**config.mk**
```make
export PLATFORM = sky130hd
export DESIGN_NAME = sr_register_bank
export DESIGN_NICKNAME = d
export VERILOG_FILES = /design/src/rtl/sr_register_bank.sv
export SDC_FILE = /design/constraint.sdc
export NUM_CORES = 1
export LEC_CHECK = 0
export CAP_MARGIN = 20
export CORE_MARGIN = 4
export CORE_UTILIZATION = 25
export DETAILED_ROUTE_END_ITERATION = 10
export GPL_TIMING_DRIVEN = 0
export SETUP_SLACK_MARGIN = 0.4
export SLEW_MARGIN = 5
export SYNTH_ARGS = -nofsm -noshare
export SYNTH_HDL_FRONTEND = slang
export SYNTH_SLANG_ARGS = --single-unit
```
**constraint.sdc**
```tcl
create_clock -name clk -period 2.52 [get_ports clk]
set_input_delay 0.252 -clock clk [delete_from_list [all_inputs] [get_ports clk]]
set_output_delay 0.252 -clock clk [all_outputs]
set_load 0.01 [all_outputs]
```
**src/rtl/sr_register_bank.sv**
```systemverilog
// rtl/sr_register_bank.sv - bank of clocked SR cells with edge pulses and conflict tracking
module sr_register_bank #(
   parameter int                 WIDTH         = 8,
   parameter int                 CONFLICT_MODE = 0,
   parameter logic [WIDTH-1:0]   RESET_VALUE   = {WIDTH{1'b0}},
   parameter int                 CNT_W         = 8
) (
   input  logic             clk,
   input  logic             rst_n,
   input  logic             en,
   input  logic [WIDTH-1:0] s,
   input  logic [WIDTH-1:0] r,
   input  logic             clr_flag,
   output logic [WIDTH-1:0] q,
   output logic [WIDTH-1:0] q_rise,
   output logic [WIDTH-1:0] q_fall,
   output logic [WIDTH-1:0] conflict_flag,
   output logic [CNT_W-1:0] conflict_cnt
);

   localparam logic [CNT_W-1:0] CNT_MAX = {CNT_W{1'b1}};
   localparam logic [CNT_W-1:0] CNT_ONE = CNT_W'(1);

   logic [WIDTH-1:0] q_q, q_d;
   logic [WIDTH-1:0] rise_q, rise_d;
   logic [WIDTH-1:0] fall_q, fall_d;
   logic [WIDTH-1:0] flag_q, flag_d;
   logic [CNT_W-1:0] cnt_q, cnt_d;
   logic [WIDTH-1:0] conflict;
   logic             hit;

   // Next state of every cell; with en low the cell simply holds, so pulses fall out as zero
   always_comb begin
      conflict = {WIDTH{en}} & s & r;
      hit      = |conflict;
      q_d      = q_q;
      for (int i = 0; i < WIDTH; i++) begin
         if (en) begin
            case ({s[i], r[i]})
               2'b01:   q_d[i] = 1'b0;
               2'b10:   q_d[i] = 1'b1;
               2'b11: begin
                  // Unlisted policy values fall back to hold
                  case (CONFLICT_MODE)
                     1:       q_d[i] = 1'b1;
                     2:       q_d[i] = 1'b0;
                     3:       q_d[i] = ~q_q[i];
                     default: q_d[i] = q_q[i];
                  endcase
               end
               default: q_d[i] = q_q[i];
            endcase
         end
      end
      rise_d = q_d & ~q_q;
      fall_d = ~q_d & q_q;
   end

   // Sticky flags and saturating counter; a conflict on the clearing edge survives the clear
   always_comb begin
      flag_d = (clr_flag ? {WIDTH{1'b0}} : flag_q) | conflict;
      cnt_d  = cnt_q;
      if (clr_flag) begin
         cnt_d = hit ? CNT_ONE : {CNT_W{1'b0}};
      end else if (hit && (cnt_q != CNT_MAX)) begin
         cnt_d = cnt_q + CNT_ONE;
      end
   end

   // State registers; reset wipes state and any pending pulses immediately
   always_ff @(posedge clk or negedge rst_n) begin
      if (!rst_n) begin
         q_q    <= RESET_VALUE;
         rise_q <= '0;
         fall_q <= '0;
         flag_q <= '0;
         cnt_q  <= '0;
      end else begin
         q_q    <= q_d;
         rise_q <= rise_d;
         fall_q <= fall_d;
         flag_q <= flag_d;
         cnt_q  <= cnt_d;
      end
   end

   assign q             = q_q;
   assign q_rise        = rise_q;
   assign q_fall        = fall_q;
   assign conflict_flag = flag_q;
   assign conflict_cnt  = cnt_q;

endmodule

```
# --- Yosys cells after proc, flatten, opt, wreduce, memory -nomap -nowiden ---
# Index checks and enable logic that the tools add are counted.
# W data, S select, Z words.
totals:
  ff_bits: 40
  input_bits: 20
  output_inout_bits: 40
  wordCells: 53
op_classes:
  addsub: 1
  eq_ne: 17
  mux: 20
  bitwise_logic: 7
  n_reduce_logical: 3
ops:
  columns: ["cell", "count"]
  rows:
  - ["$and A8 B8 Y8", 4]
  - ["$mux W8", 3]
  - ["$eq A2 B1 Y1 const B", 8]
  - ["$eq A2 B2 Y1 const B", 8]
  - ["$not A8 Y8", 2]
  - ["$pmux W1 S2", 8]
  - ["$mux W1", 9]
  - ["$add A8 B1 Y8 const B", 1]
  - ["$ne A8 B8 Y1 const B", 1]
  - ["$or A8 B8 Y8", 1]
  - ["$reduce_or A8 Y1", 1]
  - ["$reduce_bool A2 Y1", 1]
  - ["$logic_and A1 B1 Y1", 1]

# --- Logic depth before layout (Yosys ltp) ---
# Gate-level depths: netlist of the first run.
depth:
  ltp_word: 6
  mapped_depth: 6
  depth_no_buf: 6

# --- Least setup slack after synthesis of the first run ---
# No wires, ideal clock.
synth_timing:
  path_kind: "register to register"
  start: "register cnt_q[0] (netlist: conflict_cnt[0])"
  end: "register cnt_q[4] (netlist: conflict_cnt[4])"
  t_arrival_ns: 1.422
  required_time_ns: 2.442
  path_slack_ns: 1.020
  path_stages_with_launch: 6
  n_path_buf: 0
  synth_period_minus_slack_ns: 1.500
  path_cell_list: "dfrtp_1 -> ha_1 -> nand3_1 -> nor2_2 -> or4_1 -> a21oi_1"
synth_between:
  elab_chain_cells: 3
  elab_cells_between_ends: 6
  classes_between: "add/sub: 1; eq/ne: 1; mux: 2; reduce/logical: 2"
synth_rtl:
  columns: ["element", "line_no", "source"]
  rows:
  - ["start: declaration", "28", "logic [CNT_W-1:0] cnt_q, cnt_d;"]
  - ["start signal: assignment", "83", "cnt_q <= cnt_d;"]
  - ["$add A8 B1 Y8 / $ne A8 B8 Y1 (equally long branches)", "66, 65", null]
  - ["$mux W8 / $logic_and A1 B1 Y1 (equally long branches)", "65", "end else if (hit && (cnt_q != CNT_MAX)) begin"]
  - ["$mux W8 / $reduce_bool A2 Y1 (equally long branches)", null, null]
# Parallel ways exist; a longest one is shown, timed or not. The select of a mux whose other input is x is not followed.
# A chain may end at the register's enable or synchronous reset.

# --- Worst setup path after layout of the first run ---
layout_timing:
  start: "input port en"
  end: "register cnt_q[7] (netlist: conflict_cnt[7])"
layout_between:
  elab_chain_cells: 5
layout_rtl:
  columns: ["element", "line_no", "source"]
  rows:
  - ["start: declaration", "10", "input logic en,"]
  - ["$and A8 B8 Y8 (2 in series)", "34", "conflict = {WIDTH{en}} & s & r;"]
  - ["$reduce_or A8 Y1", "35", "hit = |conflict;"]
  - ["$logic_and A1 B1 Y1", "65", null]
  - ["$reduce_bool A2 Y1 (no source line)", null, null]
# No other way between the ends.

==> results of run 1 <==
-- metal layers --
layer / track usage (%) / part of all wire (%)
met2: 15.01 / 46
met1: 12.39 / 44
met3: 4.023 / 7.9
met4: 3.663 / 2.2
met5: 0 / 0
-- cell usage after synthesis --
cell type  number
nor2b_1        10
o21bai_1        1
or2b_1          6
a22oi_1         4
buf_4           1
mux2_2          9
nand2b_1        4
nor2_2          1
nand3_1        12
nor4_1          2
ha_1            9
o31ai_1         3
clkbuf_1        2
nand4_1         1
or3_1           1
nor3b_1         8
o21ai_0        10
o21ai_2         1
buf_6           1
or3b_2          1
nor2_1          3
inv_1          18
nand2_1         4
a21oi_1         5
dfrtp_1        40
o31a_1          1
mux2_4          1
or4_1           2
nor3_1          2
-- report_power, final --
part | internal [uW] | switching, uW
clock network | 294 | 213
registers | 702 | 34.5
logic | 196 | 136
-- cells by family after synthesis --
| family | Yosys count |
|---|---|
| AND/OR/NAND/NOR | 57 |
| flip-flops | 40 |
| AO/OA/AOI/OAI | 25 |
| buffers and inverters | 22 |
| multiplexers | 10 |
| adder cells (fa/ha/maj) | 9 |
-- final timing paths --
check	startpoint	to	slack [ns]	cells after the start
hold / removal	clr_flag	conflict_flag[1]	0.42	2
hold reg to reg	q[7]	q_rise[7]	0.46	1
max in group asynchronous	rst_n	q_rise[6]	1.58	3
min in group asynchronous	rst_n	q_fall[1]	0.47	2
setup reg to reg	conflict_cnt[0]	conflict_cnt[5]	0.92	5
setup / recovery	en	conflict_cnt[7]	0.74	6
-- metrics by stage --
stage	worst slack [ns]	instances	cell area (um^2)
6_report	0.7407	327	2661
3_5_place_dp	0.4030	318	2544
2_1_floorplan	1.020	163	1821
3_3_place_gp	0.1373	317	2521
4_1_cts	0.7078	327	2661
5_1_grt	0.6296	327	2661
-- final cells by class --
cell class,instances,area [um^2]
multi-input combinational,101,725.7
tap,96,120.1
clock buffer,6,72.57
timing repair buffer,60,613.1
fill,705,4283
sequential,40,1001
buffer,4,26.28
clock inverter,2,35.03
inverter,18,67.56
-- flip-flops by register name, summed over array words and instances, names as in the netlist --
signal,cells
q_rise,8
q,8
q_fall,8
conflict_cnt,8
conflict_flag,8
-- worst max-delay path: stages --
cell and delay (ns):
clkdlybuf4s50_1 0.65, buf_6 0.20, o21ai_2 0.10, buf_4 0.18, nor3_1 0.23, mux2_4 0.32
-- timing repair --
item,CTS,global route
hold buffers,1,0
resized for setup,0,0
endpoints found under the hold margin,19,0
==> impl_metrics.env, run 1 <==
export IMPL_path_clk_slew_ns=0.08
export IMPL_io_buffers=58
export IMPL_core_um2=6944
export IMPL_ant_nets=0
export IMPL_yosysSeqAreaShare_pct=54.98
export IMPL_wire_per_inst_um=12.45
export IMPL_total_power_uw=1575
export IMPL_finalWirelength_um=4072
export IMPL_synth_cell_type_count=29
export IMPL_cts_max_path_buffers=2
export IMPL_tightest_slew_ns=0.5203
export IMPL_final_util_pct=38.32
export IMPL_yosysTopAreaCellShare_pct=54.98
export IMPL_yosys_area_share_simple_pct=18.90
export IMPL_die_w_um=93.34
export IMPL_synth_compound_area_share_pct=8.385
export IMPL_gp_congestion=0.7637
export IMPL_setup_viol=0
export IMPL_htreeDepth=2
export IMPL_critPathLaunchType="primary input"
export IMPL_num_io_pins=60
export IMPL_layout_common_cells="clkdlybuf4s50_1 (57), dfrtp_1 (40), inv_1 (18), nand3_1 (12)"
export IMPL_crit_type="in -> reg"
export IMPL_yosys_mux_area_fraction_pct=6.392
export IMPL_relSlewSlack_pct=65.31
export IMPL_drt_initial_drc_count=65
export IMPL_netlist_area_um2=1820
export IMPL_nNetsFinal=259
export IMPL_ys_seq_elements=40
export IMPL_drt_drc_violations_left=0
export IMPL_dpl_hpwl_um=3105
export IMPL_status="completed"
export IMPL_skew_ns=0.006602
export IMPL_path_max_fanout=10
export IMPL_grt_max_degree=22
export IMPL_synthXorXnorAreaFrac_pct=0
export IMPL_dr_pass1_iters=4
export IMPL_synth_area_per_cell_um2=11.17
export IMPL_powerDensity_nw_per_um2=592.0
export IMPL_synthAdderAreaFrac_pct=6.186
export IMPL_critPathRequiredTime_ns=2.69
export IMPL_ir_drop_mv=0.1992
export IMPL_timing_final_crit_share_pct=70.61
export IMPL_hold_class="in -> reg"
export IMPL_cts_setup_buffers=0
export IMPL_die_area_um2=8711
export IMPL_worst_hold_slack_ns=0.4250
export IMPL_post_route_min_period_ns=1.779
export IMPL_grt_total_usage_pct=9.827
export IMPL_maxSlewViolCount=0
export IMPL_rsz0062_at_grt="false"
export IMPL_synth_top_family_by_area="simple AND/OR/NAND/NOR gates"
export IMPL_clkLatencyLatePin_ns=0.28
export IMPL_vias=1412
export IMPL_synth_area_leaders="dfrtp_1 (55%), ha_1 (6.2%), mux2_2 (5.6%)"
export IMPL_power_leakage_uw=0.001148
export IMPL_crit_arrival_ns=1.95
export IMPL_worst_setup_path_end_kind="flop"
export IMPL_drive_gt1_share_pct=10.39
export IMPL_hold_violations=0
export IMPL_synth_top_area_cell="dfrtp_1"
export IMPL_overflow=0
export IMPL_die_h_um=93.34
export IMPL_max_freq_mhz=562.0
export IMPL_avgViaCountPerCell=4.318
export IMPL_clock_sinks=40
export IMPL_tns_ns=0
export IMPL_start_util_pct=26.22
export IMPL_row_count=30
export IMPL_syn_num_nets=192
export IMPL_antenna_found_initial=0
export IMPL_cts_root_buf="clkbuf_8"
export IMPL_grt_pass1_wl_um=6644
export IMPL_area_growth_pct=46.19
export IMPL_grt_pass1_vias=1302
export IMPL_drv_cap=0
export IMPL_num_antenna_cells=0
export IMPL_cts_tree="done"
export IMPL_ys_warn_count=0
export IMPL_synth_cells=163
export IMPL_layout_commonest_cell="clkdlybuf4s50_1"
export IMPL_numCtsBuffers=5
Note: power is estimated with default switching activity, not from simulation.
==> run 2: changes to the inputs <==
- clock period: 2.52 -> 1.9 ns (I/O delays scaled with it)
==> run 2 against run 1 <==
Net effect: sequential power up 33%; routed wire length up 1.1%; combinational power up 34%; final area up 2.9%; clock skew up 0.0010 ns; count of clock-buffer cells in the layout unchanged; critical path type is now reg -> reg; critical endpoint is now conflict_cnt[1]; highest routed layer unchanged.
==> impl_metrics.env, run 2 (synthesis results as in run 1) <==
export IMPL_overflow=0
export IMPL_drt_drc_violations_left=0
export IMPL_status="completed"
export IMPL_p_sw_uw=514.8
export IMPL_crit_family="simple AND/OR/NAND/NOR gates"
export IMPL_hold_violations=0
export IMPL_path_depth=5
export IMPL_clock_sinks=40
export IMPL_critPathLaunch="conflict_cnt[0]"
export IMPL_nNetsFinal=268
export IMPL_crit_arrival_ns=1.67
export IMPL_path_clk_slew_ns=0.08
export IMPL_r2r_cells=5
export IMPL_critPathBufInv=0
export IMPL_skew_ns=0.007599
export IMPL_drv_cap=0
export IMPL_critPathRequiredTime_ns=2.12
export IMPL_internal_power_uw=1581
export IMPL_num_io_pins=60
export IMPL_clkLatencyLatePin_ns=0.29
export IMPL_slowest_delay_ns=0.48
export IMPL_critPathLaunchType="flop"
export IMPL_vias=1434
export IMPL_power_frac_comb_pct=21.3
export IMPL_multi_input_area_um2=748.2
export IMPL_dpl_hpwl_um=3105
export IMPL_grt_total_usage_pct=9.944
export IMPL_layout_commonest_cell="clkdlybuf4s50_1"
export IMPL_crit_chain="ha_2 > nand3_2 > nor2_4 > or3b_2 > a21oi_2"
export IMPL_timing_final_crit_share_pct=76.61
export IMPL_die_area_um2=8711
export IMPL_setup_ws_ns=0.4444
export IMPL_hold_class="in -> reg"
export IMPL_clkPwrFrac_pct=32.1
export IMPL_powerDensity_nw_per_um2=765.4
export IMPL_pwr_share_seq_pct=46.6
export IMPL_ant_nets=0
export IMPL_pre_cts_ws_ns=-0.1550
export IMPL_endpoint="conflict_cnt[1]"
export IMPL_grt_max_degree=22
export IMPL_maxSlewViolCount=0
export IMPL_slowest_stage="or3b_2"
export IMPL_regArea_um2=1005
export IMPL_die_h_um=93.34
export IMPL_ir_drop_mv=0.2637
export IMPL_start_util_pct=26.22
export IMPL_setup_viol=0
export IMPL_layout_common_cells="clkdlybuf4s50_1 (38), dfrtp_1 (37), inv_1 (18), dlygate4sd2_1 (16), nand3_1 (11)"
export IMPL_drive_gt1_share_pct=17.08
export IMPL_cts_root_buf="clkbuf_8"
export IMPL_cts_tree="done"
export IMPL_antenna_found_initial=0
export IMPL_io_buffers=58
export IMPL_num_antenna_cells=0
export IMPL_relSlewSlack_pct=64.39
export IMPL_avgViaCountPerCell=4.268
export IMPL_crit_type="reg -> reg"
export IMPL_swShare_pct=24.56
export IMPL_grt_pass1_vias=1335
export IMPL_gp_congestion=0.7637
export IMPL_fillers=704
export IMPL_max_freq_mhz=687.0
export IMPL_wire_per_inst_um=12.26
export IMPL_power_leakage_uw=0.001248
export IMPL_rsz0062_at_grt="true"
export IMPL_cts_max_path_buffers=2
export IMPL_row_count=30
export IMPL_core_um2=6944
export IMPL_worst_setup_path_end_kind="flop"
export IMPL_tightest_slew_ns=0.5341
export IMPL_grt_pass1_wl_um=6713
export IMPL_dr_pass1_iters=4
export IMPL_finalWirelength_um=4118
export IMPL_r2r_setup_slack_ns=0.44
export IMPL_area_growth_pct=50.45
export IMPL_die_w_um=93.34
export IMPL_post_route_min_period_ns=1.456
export IMPL_htreeDepth=2
export IMPL_reg2reg_to="conflict_cnt[1]"
export IMPL_drt_initial_drc_count=57
export IMPL_path_max_fanout=10
export IMPL_numCtsBuffers=5
export IMPL_worstReg2RegStart="conflict_cnt[0]"
export IMPL_final_util_pct=39.44
-- run 2: metal layers --
metal	wire length, um	vias to the layer above	share of wire, %	GRT usage (%)
met5	0	-	0	0
met4	77	0	1.9	3.297
met3	347	9	8.4	4.183
met2	1888	40	46	15.60
met1	1804	672	44	12.29
li1	-	713	-	-
-- run 2: repair_timing --
item / in CTS / in global routing
hold endpoints to repair: 19 / 0
setup buffers: 5 / 4
endpoints found under the setup margin: 9 / 10
hold buffers: 1 / 0
gates resized for setup: 22 / 8
pin swaps: 3 / 3
cloned: 0 / 0
-- run 2: stage by stage --
stage	instance area [um^2]	instances	setup TNS, ns	power [uW]	hold slack [ns]
3_5_place_dp	2544	318	-0.3480	1442	0.1817
6_report	2739	336	0	2096	0.2824
5_1_grt	2739	336	0	2223	0.3087
2_1_floorplan	1821	163	0	1168	-0.1056
4_1_cts	2693	332	0	2137	0.3035
3_3_place_gp	2521	317	-16.92	1431	0.4520
-- run 2: tightest hold or removal path, cell delays in order --
cell      delay (ns)
clkbuf_2        0.16
nand2b_1        0.13
nor3b_1         0.05
-- run 2: how the worst min path moves through the flow --
stage / startpoint / end / slack [ns] / cells past startpoint
floorplan: rst_n / conflict_cnt[0] / -0.11 / 0
global placement: q[3] / q_rise[3] / 0.45 / 1
detailed placement: rst_n / q_fall[1] / 0.18 / 1
CTS: r[5] / conflict_flag[5] / 0.30 / 3
global route: en / q_fall[4] / 0.31 / 3
finish: en / q_fall[4] / 0.28 / 3
-- run 2: area by class of cell --
cell class              instances  area share (%)
clock inverters                 2           1.279
clock buffers                   6           2.650
multi-input cells             101           27.32
well taps                      96           4.386
inverters                      18           2.467
plain buffers                   4           1.096
flip-flops and latches         40           36.68
repair buffers                 69           24.12
-- run 2: power groups by stage --
stage	combinational, uW	sequential [uW]	clock [uW]
5_1_grt	492	990	741
4_1_cts	453	979	706
6_report	446	977	673
3_3_place_gp	437	995	0
2_1_floorplan	136	1030	0
3_5_place_dp	447	995	0
